## src/rtl/vga_pkg.sv

```systemverilog
// Shared VGA timing constants and types used by the rectangle fill engine
// and the output stage.
package vga_pkg;

    localparam int H_VISIBLE    = 640;
    localparam int H_FRONT      = 16;
    localparam int H_SYNC       = 96;
    localparam int H_BACK       = 48;
    localparam int H_SYNC_START = H_VISIBLE + H_FRONT;
    localparam int H_SYNC_END   = H_SYNC_START + H_SYNC;
    localparam int H_TOTAL      = H_SYNC_END + H_BACK;

    localparam int V_VISIBLE    = 480;
    localparam int V_FRONT      = 10;
    localparam int V_SYNC       = 2;
    localparam int V_BACK       = 33;
    localparam int V_SYNC_START = V_VISIBLE + V_FRONT;
    localparam int V_SYNC_END   = V_SYNC_START + V_SYNC;
    localparam int V_TOTAL      = V_SYNC_END + V_BACK;

    localparam int PX_X_W = 10;
    localparam int PX_Y_W = 9;

    typedef struct packed {
        logic [PX_X_W-1:0] x;
        logic [PX_Y_W-1:0] y;
        logic [7:0]        r;
        logic [7:0]        g;
        logic [7:0]        b;
    } pixel_t;

    typedef enum logic [1:0] {
        IDLE,
        SETUP,
        EMIT,
        FIN
    } rect_state_e;

endpackage

```

## src/rtl/vga_raster_counter.sv

```systemverilog
// Loadable raster-order x/y walker over an inclusive [xl..xr] x [yt..yb] window.
// Shared by the fill engine and later blit/clear blocks.
module vga_raster_counter #(
    parameter int X_W = 10,
    parameter int Y_W = 9
) (
    input  logic           clk,
    input  logic           rst,
    input  logic           load,
    input  logic           advance,
    input  logic [X_W-1:0] xl,
    input  logic [X_W-1:0] xr,
    input  logic [Y_W-1:0] yt,
    input  logic [Y_W-1:0] yb,
    output logic [X_W-1:0] cx,
    output logic [Y_W-1:0] cy,
    output logic           last
);

    assign last = (cx == xr) && (cy == yb);

    // Advancing at the final pixel holds position, so the counter can never run past xr/yb.
    always_ff @(posedge clk) begin
        if (rst) begin
            cx <= '0;
            cy <= '0;
        end else if (load) begin
            cx <= xl;
            cy <= yt;
        end else if (advance) begin
            if (cx != xr) begin
                cx <= cx + 1'b1;
            end else if (cy != yb) begin
                cx <= xl;
                cy <= cy + 1'b1;
            end
        end
    end

endmodule

```

## src/rtl/vga_rect_fill.sv

```systemverilog
// Rectangle fill engine: emits every visible pixel of one command rectangle
// in raster order over a valid/ready beat interface.
//
// state | meaning
// IDLE  | waiting for start; command inputs latched on start
// SETUP | normalised/clipped bounds settle; counter loaded or command found empty
// EMIT  | one beat per px_valid & px_ready transfer
// FIN   | one-cycle done pulse, then back to IDLE
module vga_rect_fill
    import vga_pkg::*;
#(
    parameter int H_RES = H_VISIBLE,
    parameter int V_RES = V_VISIBLE,
    parameter int X_W   = 10,
    parameter int Y_W   = 9
) (
    input  logic           clk,
    input  logic           rst,
    input  logic           start,
    input  logic [X_W-1:0] x0,
    input  logic [Y_W-1:0] y0,
    input  logic [X_W-1:0] x1,
    input  logic [Y_W-1:0] y1,
    input  logic [7:0]     r_cmd,
    input  logic [7:0]     g_cmd,
    input  logic [7:0]     b_cmd,
    output logic           busy,
    output logic           done,
    output logic           px_valid,
    input  logic           px_ready,
    output logic [X_W-1:0] x_out,
    output logic [Y_W-1:0] y_out,
    output logic [7:0]     r_out,
    output logic [7:0]     g_out,
    output logic [7:0]     b_out
);

    localparam logic [X_W-1:0] X_LIMIT = X_W'(H_RES);
    localparam logic [Y_W-1:0] Y_LIMIT = Y_W'(V_RES);
    localparam logic [X_W-1:0] X_LAST  = X_W'(H_RES - 1);
    localparam logic [Y_W-1:0] Y_LAST  = Y_W'(V_RES - 1);

    rect_state_e state;

    logic [X_W-1:0] x0_q, x1_q;
    logic [Y_W-1:0] y0_q, y1_q;

    logic [X_W-1:0] xl, xr_raw, xr;
    logic [Y_W-1:0] yt, yb_raw, yb;
    logic           empty;

    logic [X_W-1:0] cx;
    logic [Y_W-1:0] cy;
    logic           last;
    logic           load;
    logic           advance;
    logic           transfer;

    // Bounds derive from the latched corners, so they stay stable for the whole command.
    always_comb begin
        xl     = (x0_q < x1_q) ? x0_q : x1_q;
        xr_raw = (x0_q < x1_q) ? x1_q : x0_q;
        yt     = (y0_q < y1_q) ? y0_q : y1_q;
        yb_raw = (y0_q < y1_q) ? y1_q : y0_q;
        xr     = (xr_raw > X_LAST) ? X_LAST : xr_raw;
        yb     = (yb_raw > Y_LAST) ? Y_LAST : yb_raw;
        empty  = (xl >= X_LIMIT) || (yt >= Y_LIMIT);
    end

    assign transfer = (state == EMIT) && px_valid && px_ready;
    assign load     = (state == SETUP) && !empty;
    assign advance  = transfer && !last;

    vga_raster_counter #(
        .X_W (X_W),
        .Y_W (Y_W)
    ) u_raster (
        .clk     (clk),
        .rst     (rst),
        .load    (load),
        .advance (advance),
        .xl      (xl),
        .xr      (xr),
        .yt      (yt),
        .yb      (yb),
        .cx      (cx),
        .cy      (cy),
        .last    (last)
    );

    assign x_out = cx;
    assign y_out = cy;

    always_ff @(posedge clk) begin
        if (rst) begin
            state    <= IDLE;
            busy     <= 1'b0;
            done     <= 1'b0;
            px_valid <= 1'b0;
            x0_q     <= '0;
            x1_q     <= '0;
            y0_q     <= '0;
            y1_q     <= '0;
            r_out    <= '0;
            g_out    <= '0;
            b_out    <= '0;
        end else begin
            done <= 1'b0;
            case (state)
                IDLE: begin
                    if (start) begin
                        x0_q  <= x0;
                        x1_q  <= x1;
                        y0_q  <= y0;
                        y1_q  <= y1;
                        r_out <= r_cmd;
                        g_out <= g_cmd;
                        b_out <= b_cmd;
                        busy  <= 1'b1;
                        state <= SETUP;
                    end
                end
                SETUP: begin
                    if (empty) begin
                        busy  <= 1'b0;
                        done  <= 1'b1;
                        state <= FIN;
                    end else begin
                        px_valid <= 1'b1;
                        state    <= EMIT;
                    end
                end
                EMIT: begin
                    if (transfer && last) begin
                        px_valid <= 1'b0;
                        busy     <= 1'b0;
                        done     <= 1'b1;
                        state    <= FIN;
                    end
                end
                FIN: begin
                    state <= IDLE;
                end
                default: begin
                    state <= IDLE;
                end
            endcase
        end
    end

endmodule

```

## config.mk

```make
export PLATFORM = sky130hd
export DESIGN_NAME = vga_rect_fill
export DESIGN_NICKNAME = d
export VERILOG_FILES = /design/src/rtl/vga_pkg.sv /design/src/rtl/vga_raster_counter.sv /design/src/rtl/vga_rect_fill.sv
export SDC_FILE = /design/constraint.sdc
export NUM_CORES = 1
export LEC_CHECK = 0
export ABC_AREA = 1
export CAP_MARGIN = 20
export CORE_ASPECT_RATIO = 0.8
export CORE_MARGIN = 2
export CORE_UTILIZATION = 43
export DETAILED_ROUTE_END_ITERATION = 10
export DONT_BUFFER_PORTS = 1
export PLACE_DENSITY = 0.64
export SLEW_MARGIN = 20
export SYNTH_ARGS = -nofsm -noshare
export SYNTH_HDL_FRONTEND = slang
export SYNTH_SLANG_ARGS = --single-unit
```

## constraint.sdc

```tcl
create_clock -name clk -period 7.9 [get_ports clk]
set_input_delay 1.58 -clock clk [delete_from_list [all_inputs] [get_ports clk]]
set_output_delay 1.58 -clock clk [all_outputs]
set_load 0.05 [all_outputs]
```

==> impl_metrics.env, run 1 <==
export IMPL_status="complete, no violations"
export IMPL_synth_nets=860
export IMPL_die_w_microns=126
export IMPL_synth_cells=770
export IMPL_synth_edff_count=0
export IMPL_endpoint_kind="flop"
export IMPL_synth_flop_cell="dfxtp_1"
export IMPL_synthArstFlopShare_pct=0
export IMPL_maxSlewViolCount=0
export IMPL_fin_area_sq_um=5440
export IMPL_grt_start_max_net_pins=99
export IMPL_final_setup_worst_slack_ns=4.05
export IMPL_clk_path_buf_depth=2
export IMPL_fin_cells=902
export IMPL_ios=112
export IMPL_wire_per_inst_microns=14.1
export IMPL_synth_area_leader_cell="dfxtp_1"
export IMPL_holdWs_ns=0.501
export IMPL_rsz0062_at_grt="no"
export IMPL_ctsHtreeMaxLevel=3
export IMPL_cts_sinks=86
export IMPL_fin_crit_sh_pct=48.7
export IMPL_fin_util_pct=47.1
export IMPL_yosysTopAreaCellShare_pct=33.8
export IMPL_critPathSlowestCell="nor2_1"
export IMPL_dieArea_sq_um=12700
export IMPL_relSlewSlack_pct=40.6
export IMPL_cts_resized=0
export IMPL_grt_pass1_vias=4429
export IMPL_ys_ff_latch=86
export IMPL_numCtsBuffers=9
export IMPL_worstHoldPathType="flop to flop"
export IMPL_grt_pass1_wl_microns=21300
export IMPL_vias_per_cell=5.14
export IMPL_cp_startpoint="x1_q[9]$_SDFFE_PP0P_"
export IMPL_p_total_mw=2.79
export IMPL_postPlaceCellArea_sq_um=5120
export IMPL_min_period_ns=3.85
export IMPL_antenna_found_initial=1
export IMPL_port_buffers=0
export IMPL_final_layout_size_suffix_gt1_share_pct=7.17
export IMPL_peakVddDrop_uv=182
export IMPL_skew_ns=0.0112
export IMPL_cp_slowest_stage_delay_ns=0.58
export IMPL_synth_warnings=0
export IMPL_power_leakage_nw=2.37
export IMPL_core_area_sq_um=11600
export IMPL_cellPowerDensity_nw_per_um2=513
export IMPL_syn_avg_cell_area_sq_um=6.62
export IMPL_first_pass_iters=4
export IMPL_cp_common_cell="nor2_1"
export IMPL_place_congestion=0.892
export IMPL_path_cells="inv_1 > ha_1 > a21o_1 > nor2_4 > nand3_4 > o21ai_1 > inv_1 > o21ai_1 > nand2_1 > nor2_1 > inv_2 > nand2_2 > clkinv_1 > nor2_1 > nor2_1"
export IMPL_finalSetupTns_ns=0
export IMPL_hold_buffers=0
export IMPL_grt_overflow_total=0
export IMPL_insertion_delay_ns=0.34
export IMPL_max_freq_mhz=260
export IMPL_seq_area_frac_synth_pct=33.8
export IMPL_die_y_microns=101
export IMPL_clk_pin_slew_ns=0.07
export IMPL_r2r_start="x1_q[9]$_SDFFE_PP0P_"
export IMPL_track_usage_pct=20.6
export IMPL_yosysMostFrequentCell="nand2_1"
export IMPL_finalSetupViolCount=0
export IMPL_maxCapViolCount=0
export IMPL_worstMarginPinSlew_ns=0.891
export IMPL_worst_setup_path_type="flop to flop"
export IMPL_critPathRequiredTime_ns=8.11
export IMPL_synth_common_cells="nand2_1, o21ai_0, nor2_1, dfxtp_1, inv_1"
export IMPL_num_fill_cells=1213
export IMPL_synth_area_sq_um=5100
export IMPL_ant_nets=0
export IMPL_place_inst=885
export IMPL_cts_root_buf="clkbuf_16"
export IMPL_arrival_ns=4.06
export IMPL_num_rows=35
export IMPL_area_delta_synth_final_pct=6.75
export IMPL_drc=0
export IMPL_ys_types=32
export IMPL_drt_iter0_drc=274
export IMPL_synth_area_top_cells="dfxtp_1, nand2_1, o21ai_0, nor2_1, ha_1"
export IMPL_start_util_pct=44.1
export IMPL_cp_start_kind="flop"
export IMPL_via_count=4639
export IMPL_drt_wl_total_microns=12700
export IMPL_hold_start="y0_q[1]$_SDFFE_PP0P_"
export IMPL_cts_setup_buffers=0
export IMPL_hpwlAfterDp_microns=9430
export IMPL_cts_tree="built"
export IMPL_worst_path_max_fanout=37
export IMPL_place_ws_ns=4.06
export IMPL_finalHoldViolations=0
export IMPL_final_nets=838
-- final timing paths --
path / cells after the start / to / slack, ns
min reg2reg: 2 / y0_q[1]$_SDFFE_PP0P_ / 0.50
min: 2 / y0_q[1]$_SDFFE_PP0P_ / 0.50
max reg2reg: 15 / u_raster.cx[6]$_SDFFE_PP0P_ / 4.05
max: 15 / u_raster.cx[6]$_SDFFE_PP0P_ / 4.05
-- flip-flops by register name, indices dropped and copies added (netlist names), 2 cells and up --
signal	count
b_out	8
r_out	8
u_raster.cy	9
x1_q	10
u_raster.cx	10
x0_q	10
state	2
g_out	8
y0_q	9
y1_q	9
-- worst max-delay path, delay by kind of cell, from the launching register on --
family	cells	cell delay, ns
DFF	1	0.36
buffers and inverters	4	0.67
adders and majority gates	1	0.30
AOI/OAI and AO/OA	3	0.68
and+or+nand+nor	7	1.72
-- final cells by class --
cell class / count / area [sq um] / area share (%)
Antenna cell: 1 / 2.50 / 0.0460
Clock buffer: 10 / 239 / 4.39
Clock inverter: 6 / 76.3 / 1.40
Inverter: 79 / 298 / 5.47
Multi-Input combinational cell: 571 / 2910 / 53.5
Sequential cell: 86 / 1720 / 31.6
Tap cell: 148 / 185 / 3.40
Timing Repair Buffer: 1 / 7.51 / 0.138
-- cell usage in the layout, fill, tap and decap left out, types with 3 or more instances in the layout --
cell type and count:
o21ai_1 10, nand2_2 15, xor2_1 13, clkbuf_16 9
nor3_1 4, nor2_1 96, ha_1 24, nand4_1 13
dfxtp_1 86, nor2_4 3, nand3_4 4, a21oi_2 6
nor2_2 3, a21oi_1 47, nand2_1 185, o21ai_0 99
inv_1 74, nand3_1 37
-- per-layer routing --
| metal | global-route usage (%) | up-vias | part of all wire [%] |
|---|---|---|---|
| met5 | 0 | - | 0 |
| met3 | 6.55 | 12 | 7.5 |
| li1 | - | 2445 | - |
| met2 | 32.5 | 131 | 43 |
| met4 | 5.41 | 0 | 1.3 |
| met1 | 27.5 | 2051 | 48 |
-- cell families after synthesis --
kind of cell               Yosys count  share of synthesized area (%)
adders and majority gates           24                           5.89
DFF                                 86                           33.8
xor gates and xnor gates            15                           2.58
AOI/OAI and AO/OA                  168                           17.4
and+or+nand+nor                    364                           31.2
buffers and inverters              113                           9.15
-- where the power goes --
part,switching [mW],internal [mW]
clock,0.190,0.260
sequential,0.376,0.570
combinational,0.937,0.458
total,1.50,1.29
(Power assumes the default switching activity.)
==> run 2: changes to the inputs <==
--- a/config.mk
+++ b/config.mk
@@ -12,7 +12,7 @@
 export CORE_UTILIZATION = 43
 export DETAILED_ROUTE_END_ITERATION = 10
 export DONT_BUFFER_PORTS = 1
-export PLACE_DENSITY = 0.64
+export PLACE_DENSITY = 0.66
 export SLEW_MARGIN = 20
 export SYNTH_ARGS = -nofsm -noshare
 export SYNTH_HDL_FRONTEND = slang
==> constraint.sdc (replaced) <==
create_clock -name clk -period 3.4 [get_ports clk]
set_input_delay 0.68 -clock clk [delete_from_list [all_inputs] [get_ports clk]]
set_output_delay 0.68 -clock clk [all_outputs]
set_load 0.05 [all_outputs]
==> run 2 against run 1 <==
Fmax is 25% higher. Core utilization is 1.7 points higher. Cell count is 2.4% higher. Cell area is 3.5% higher. Sequential power is 120% higher. Worst hold slack worse by 0.11 ns. Critical path type unchanged. Highest routed layer unchanged.
==> impl_metrics.env, run 2 (synthesis gave the netlist of run 1 again) <==
export IMPL_finalHoldViolations=0
export IMPL_fin_crit_sh_pct=90.8
export IMPL_first_pass_iters=5
export IMPL_hpwlAfterDp_microns=9830
export IMPL_max_freq_mhz=324
export IMPL_maxSlewViolCount=0
export IMPL_layout_common_cells="nand2_1, o21ai_0, nor2_1"
export IMPL_use_met3_pct=5.81
export IMPL_p_sw_mw=3.62
export IMPL_num_rows=35
export IMPL_min_period_ns=3.09
export IMPL_insertion_delay_ns=0.35
export IMPL_finalSetupTns_ns=0
export IMPL_track_usage_pct=20.7
export IMPL_final_layout_size_suffix_gt1_share_pct=10.2
export IMPL_ctsHtreeMaxLevel=3
export IMPL_final_nets=861
export IMPL_grt_pass1_wl_microns=21300
export IMPL_drt_iter0_drc=317
export IMPL_worst_setup_path_type="flop to flop"
export IMPL_seqPwrFrac_pct=30.3
export IMPL_worstMarginPinSlew_ns=0.932
export IMPL_wire_per_inst_microns=14.3
export IMPL_final_seq_area_sq_um=1720
export IMPL_clk_pin_slew_ns=0.07
export IMPL_skew_ns=0.00935
export IMPL_final_common_cell="nand2_1"
export IMPL_maxCapViolCount=0
export IMPL_intPower_mw=3.13
export IMPL_num_fill_cells=1187
export IMPL_ios=112
export IMPL_drt_wl_total_microns=13200
export IMPL_worst_path_max_fanout=17
export IMPL_arrival_ns=3.36
export IMPL_cellPowerDensity_nw_per_um2=1200
export IMPL_port_buffers=0
export IMPL_die_y_microns=101
export IMPL_clk_path_buf_depth=2
export IMPL_peakVddDrop_uv=447
export IMPL_grt_pass1_vias=4375
export IMPL_grt_overflow_total=0
export IMPL_final_setup_worst_slack_ns=0.311
export IMPL_numCtsBuffers=9
export IMPL_rsz0062_at_grt="no"
export IMPL_fin_cells=924
export IMPL_power_leakage_nw=2.50
export IMPL_grt_use_met1_pct=28.0
export IMPL_vias_per_cell=5.24
export IMPL_via_count=4840
export IMPL_start_util_pct=44.1
export IMPL_cp_start_kind="flop"
export IMPL_place_inst=906
export IMPL_area_delta_synth_final_pct=10.5
export IMPL_place_ws_ns=0.209
export IMPL_n_antenna_cell=0
export IMPL_cts_sinks=86
export IMPL_worstHoldPathType="input pin to flop"
export IMPL_critPathRequiredTime_ns=3.67
export IMPL_ant_nets=0
export IMPL_endpoint_kind="flop"
export IMPL_cts_tree="built"
export IMPL_cts_setup_buffers=0
export IMPL_drc=0
export IMPL_relSlewSlack_pct=37.9
export IMPL_grt_start_max_net_pins=63
export IMPL_dieArea_sq_um=12700
export IMPL_cts_root_buf="clkbuf_16"
export IMPL_grtUsageMet2_pct=33.0
export IMPL_die_w_microns=126
export IMPL_antenna_found_initial=0
export IMPL_clkPwrFrac_pct=15.6
export IMPL_core_area_sq_um=11600
export IMPL_reg_top3="u_raster.cx x10, x0_q x10, x1_q x10"
export IMPL_finalSetupViolCount=0
export IMPL_status="complete, no violations"
export IMPL_multiInputGateArea_sq_um=2950
export IMPL_p_comb_share_pct=54.2
export IMPL_place_congestion=0.878
export IMPL_switching_share_pct=53.6
export IMPL_grt_busiest_layer="met2"
[run 2: layer usage]
| metal | share of wire, % | vias to the layer above |
|---|---|---|
| met5 | 0 | - |
| li1 | - | 2486 |
| met4 | 1.0 | 0 |
| met1 | 48 | 2185 |
| met2 | 44 | 154 |
| met3 | 7.1 | 15 |
[run 2: metrics by stage]
stage / total power [mW] / utilization [%] / hold slack [ns] / cell area [sq um]
finish: 6.75 / 48.7 / 0.394 / 5640
global route: 7.37 / 48.7 / 0.380 / 5640
CTS: 6.66 / 48.4 / 0.381 / 5590
detailed placement: 5.59 / 45.7 / 0.489 / 5280
global placement: 5.48 / 45.7 / 0.478 / 5280
floorplan: 4.88 / - / 0.457 / 5100
[run 2: worst paths after layout]
check                                 to  depth (start not counted)            startpoint  slack [ns]
max reg2reg  u_raster.cx[5]$_SDFFE_PP0P_                         21  y1_q[8]$_SDFFE_PP0P_        0.31
min          u_raster.cy[3]$_SDFFE_PP0P_                          1                   rst        0.39
min reg2reg         x1_q[4]$_SDFFE_PP0P_                          2  x1_q[4]$_SDFFE_PP0P_        0.50
max          u_raster.cx[5]$_SDFFE_PP0P_                         21  y1_q[8]$_SDFFE_PP0P_        0.31
[run 2: repair_timing]
action | 4_1_cts | 5_1_grt
hold endpoints to repair | 0 | 0
hold buffers | 0 | 0
endpoints found under the setup margin | 0 | 23
resized for setup | 0 | 9
[run 2: worst max-delay path: stages (launching register included)]
cell,delay [ns]
dfxtp_1,0.37
inv_1,0.08
ha_1,0.30
nand2_2,0.10
inv_2,0.05
a21oi_4,0.23
nand3_4,0.18
nand2_1,0.12
nand2_1,0.08
nor2_2,0.18
nand2_2,0.14
nand2_1,0.10
nand2_1,0.06
nand2_1,0.08
nand3_1,0.10
nor2_2,0.17
nand2_1,0.08
nand2_1,0.12
nand2_4,0.13
clkinv_1,0.12
nand2_1,0.06
a21oi_1,0.17
[run 2: power by group through the flow]
stage          Combinational, mW  Clock, mW  Sequential [mW]
2_1_floorplan               2.75          0             2.12
3_3_place_gp                3.43          0             2.05
3_5_place_dp                3.53          0             2.06
4_1_cts                     3.54       1.08             2.04
5_1_grt                     4.18       1.11             2.08
6_report                    3.65       1.05             2.04
[run 2: final cells by class]
| class | count | share of cell area [%] |
|---|---|---|
| Multi-Input combinational cell | 573 | 52.4 |
| Sequential cell | 86 | 30.6 |
| Inverter | 79 | 5.26 |
| Clock buffer | 9 | 4.00 |
| Tap cell | 148 | 3.29 |
| Timing Repair Buffer | 22 | 2.93 |
| Clock inverter | 7 | 1.55 |
==> run 3: changes to the inputs <==
--- a/config.mk
+++ b/config.mk
@@ -7,12 +7,12 @@
 export LEC_CHECK = 0
 export ABC_AREA = 1
 export CAP_MARGIN = 20
-export CORE_ASPECT_RATIO = 0.8
 export CORE_MARGIN = 2
-export CORE_UTILIZATION = 43
+export CORE_UTILIZATION = 55
 export DETAILED_ROUTE_END_ITERATION = 10
 export DONT_BUFFER_PORTS = 1
-export PLACE_DENSITY = 0.66
+export PLACE_DENSITY = 0.79
+export SKIP_CTS_REPAIR_TIMING = 1
 export SLEW_MARGIN = 20
 export SYNTH_ARGS = -nofsm -noshare
 export SYNTH_HDL_FRONTEND = slang
==> run 3 against run 2 <==
Worst setup slack got worse by 0.031 ns. Cell count fell by 4.7%. Critical path type unchanged. Critical path depth is 3 lower. First-iteration DRC count shrank 14%. Cell area is 4.0% lower. Largest power group unchanged. Power shrank 6.0%. Highest routed layer unchanged.
==> impl_metrics.env, run 3 (synthesis gave the netlist of run 1 again) <==
export IMPL_ant_nets=0
export IMPL_wl_met1_microns=5850
export IMPL_insertion_delay_ns=0.37
export IMPL_cts_tree="built"
export IMPL_top_layer="met4"
export IMPL_maxCapViolCount=0
export IMPL_finalHoldViolations=0
export IMPL_cp_slowest_stage_delay_ns=0.38
export IMPL_worstMarginPinSlew_ns=1.03
export IMPL_vias_per_cell=5.46
export IMPL_arrival_ns=3.38
export IMPL_maxSlewViolCount=0
export IMPL_ios=112
export IMPL_track_usage_pct=25.4
export IMPL_numCtsBuffers=9
export IMPL_rsz0062_at_grt="yes"
export IMPL_max_freq_mhz=321
export IMPL_grt_pass1_vias=4342
export IMPL_power_leakage_nw=2.40
export IMPL_drc=0
export IMPL_drt_iter0_drc=273
export IMPL_final_nets=855
export IMPL_hpwlAfterDp_microns=9410
export IMPL_finalSetupViolCount=0
export IMPL_critPathSlowestCell="dfxtp_1"
export IMPL_endpoint_kind="flop"
export IMPL_clk_path_buf_depth=2
export IMPL_met3_wirelength_microns=765
export IMPL_num_rows=35
export IMPL_final_setup_worst_slack_ns=0.280
export IMPL_cts_root_buf="clkbuf_8"
export IMPL_cp_top_family="simple AND/OR/NAND/NOR gates"
export IMPL_clk_pin_slew_ns=0.11
export IMPL_worst_setup_path_type="flop to flop"
export IMPL_core_area_sq_um=9110
export IMPL_status="complete, no violations"
export IMPL_cts_sinks=86
export IMPL_critPathRequiredTime_ns=3.66
export IMPL_worst_path_max_fanout=27
export IMPL_min_period_ns=3.12
export IMPL_fin_area_sq_um=5410
export IMPL_drt_wl_total_microns=12500
export IMPL_start_util_pct=56.0
export IMPL_place_congestion=0.938
export IMPL_skew_ns=0.0166
export IMPL_relSlewSlack_pct=31.2
export IMPL_cp_start_kind="flop"
export IMPL_port_buffers=0
export IMPL_wire_per_inst_microns=14.2
export IMPL_fin_crit_sh_pct=91.8
export IMPL_die_y_microns=100
export IMPL_final_common_cell="nand2_1"
export IMPL_fin_util_pct=59.4
export IMPL_area_delta_synth_final_pct=6.11
export IMPL_n_antenna_cell=0
export IMPL_place_ws_ns=0.154
export IMPL_layout_common_cells="nand2_1, o21ai_0, nor2_1"
export IMPL_wl_met2_microns=5800
export IMPL_grt_start_max_net_pins=84
export IMPL_worstHoldPathType="input pin to flop"
export IMPL_peakVddDrop_uv=507
export IMPL_die_w_microns=100
export IMPL_finalSetupTns_ns=0
export IMPL_via_count=4812
export IMPL_grt_pass1_wl_microns=20700
export IMPL_cellPowerDensity_nw_per_um2=1170
export IMPL_grt_overflow_total=0
export IMPL_path_cells="inv_1 > ha_1 > a21o_1 > nor2_4 > nand3_4 > buf_6 > o21ai_0 > nand2_1 > nand2_1 > nand2_1 > nor2_1 > nand2_1 > nor2_4 > nand3b_2 > nand2_4 > inv_1 > nor2_1 > nor2_1"
export IMPL_critPathBufInv=3
export IMPL_ctsHtreeMaxLevel=3
export IMPL_first_pass_iters=7
export IMPL_dieArea_sq_um=10100
export IMPL_postPlaceCellArea_sq_um=5200
export IMPL_final_layout_size_suffix_gt1_share_pct=9.35
export IMPL_cp_common_cell="nand2_1"
export IMPL_reg_top3="u_raster.cx x10, x0_q x10, x1_q x10"
export IMPL_antenna_found_initial=1
-- run 3: changes by cell type in the layout (fill, tap and decap cells not counted), moves of 2 or more --
cell,change
clkinvlp_4,+3
inv_6,-2
nor2_2,-2
nand2_2,+2
nand2_4,-2
buf_4,-5
clkbuf_16,-9
clkbuf_8,+9
nor2_1,+2
-- run 3: path summary, 6_finish.rpt --
path | startpoint | depth (start not counted) | slack [ns] | endpoint
setup / recovery | x1_q[9]$_SDFFE_PP0P_ | 18 | 0.28 | u_raster.cy[0]$_SDFFE_PP0P_
hold reg to reg | x1_q[4]$_SDFFE_PP0P_ | 2 | 0.50 | x1_q[4]$_SDFFE_PP0P_
setup reg to reg | x1_q[9]$_SDFFE_PP0P_ | 18 | 0.28 | u_raster.cy[0]$_SDFFE_PP0P_
hold / removal | rst | 1 | 0.37 | u_raster.cx[7]$_SDFFE_PP0P_
-- run 3: report_power, final --
group	internal [mW]	switching, mW
sequential	1.32	0.676
combinational	1.20	2.42
clock	0.283	0.434
-- run 3: area by class of cell --
type                            count  area (sq um)
Sequential cell                    86          1720
Clock inverter                      7          65.1
Tap cell                          111           139
Inverter                           79           297
Timing Repair Buffer               18           139
Fill cell                         873          3700
Clock buffer                        9           124
Multi-Input combinational cell    571          2930
-- run 3: per-stage QoR --
stage / total power [mW] / hold WS, ns / cells
2_1_floorplan: 4.88 / 0.457 / 770
3_3_place_gp: 5.47 / 0.470 / 865
3_5_place_dp: 5.59 / 0.485 / 865
4_1_cts: 6.31 / 0.349 / 881
5_1_grt: 6.98 / 0.343 / 881
6_report: 6.34 / 0.366 / 881
-- run 3: routing by layer --
metal,vias to the layer above,GRT usage (%)
met5,-,0
met2,132,40.3
li1,2479,-
met4,0,6.22
met1,2192,34.8
met3,9,6.34
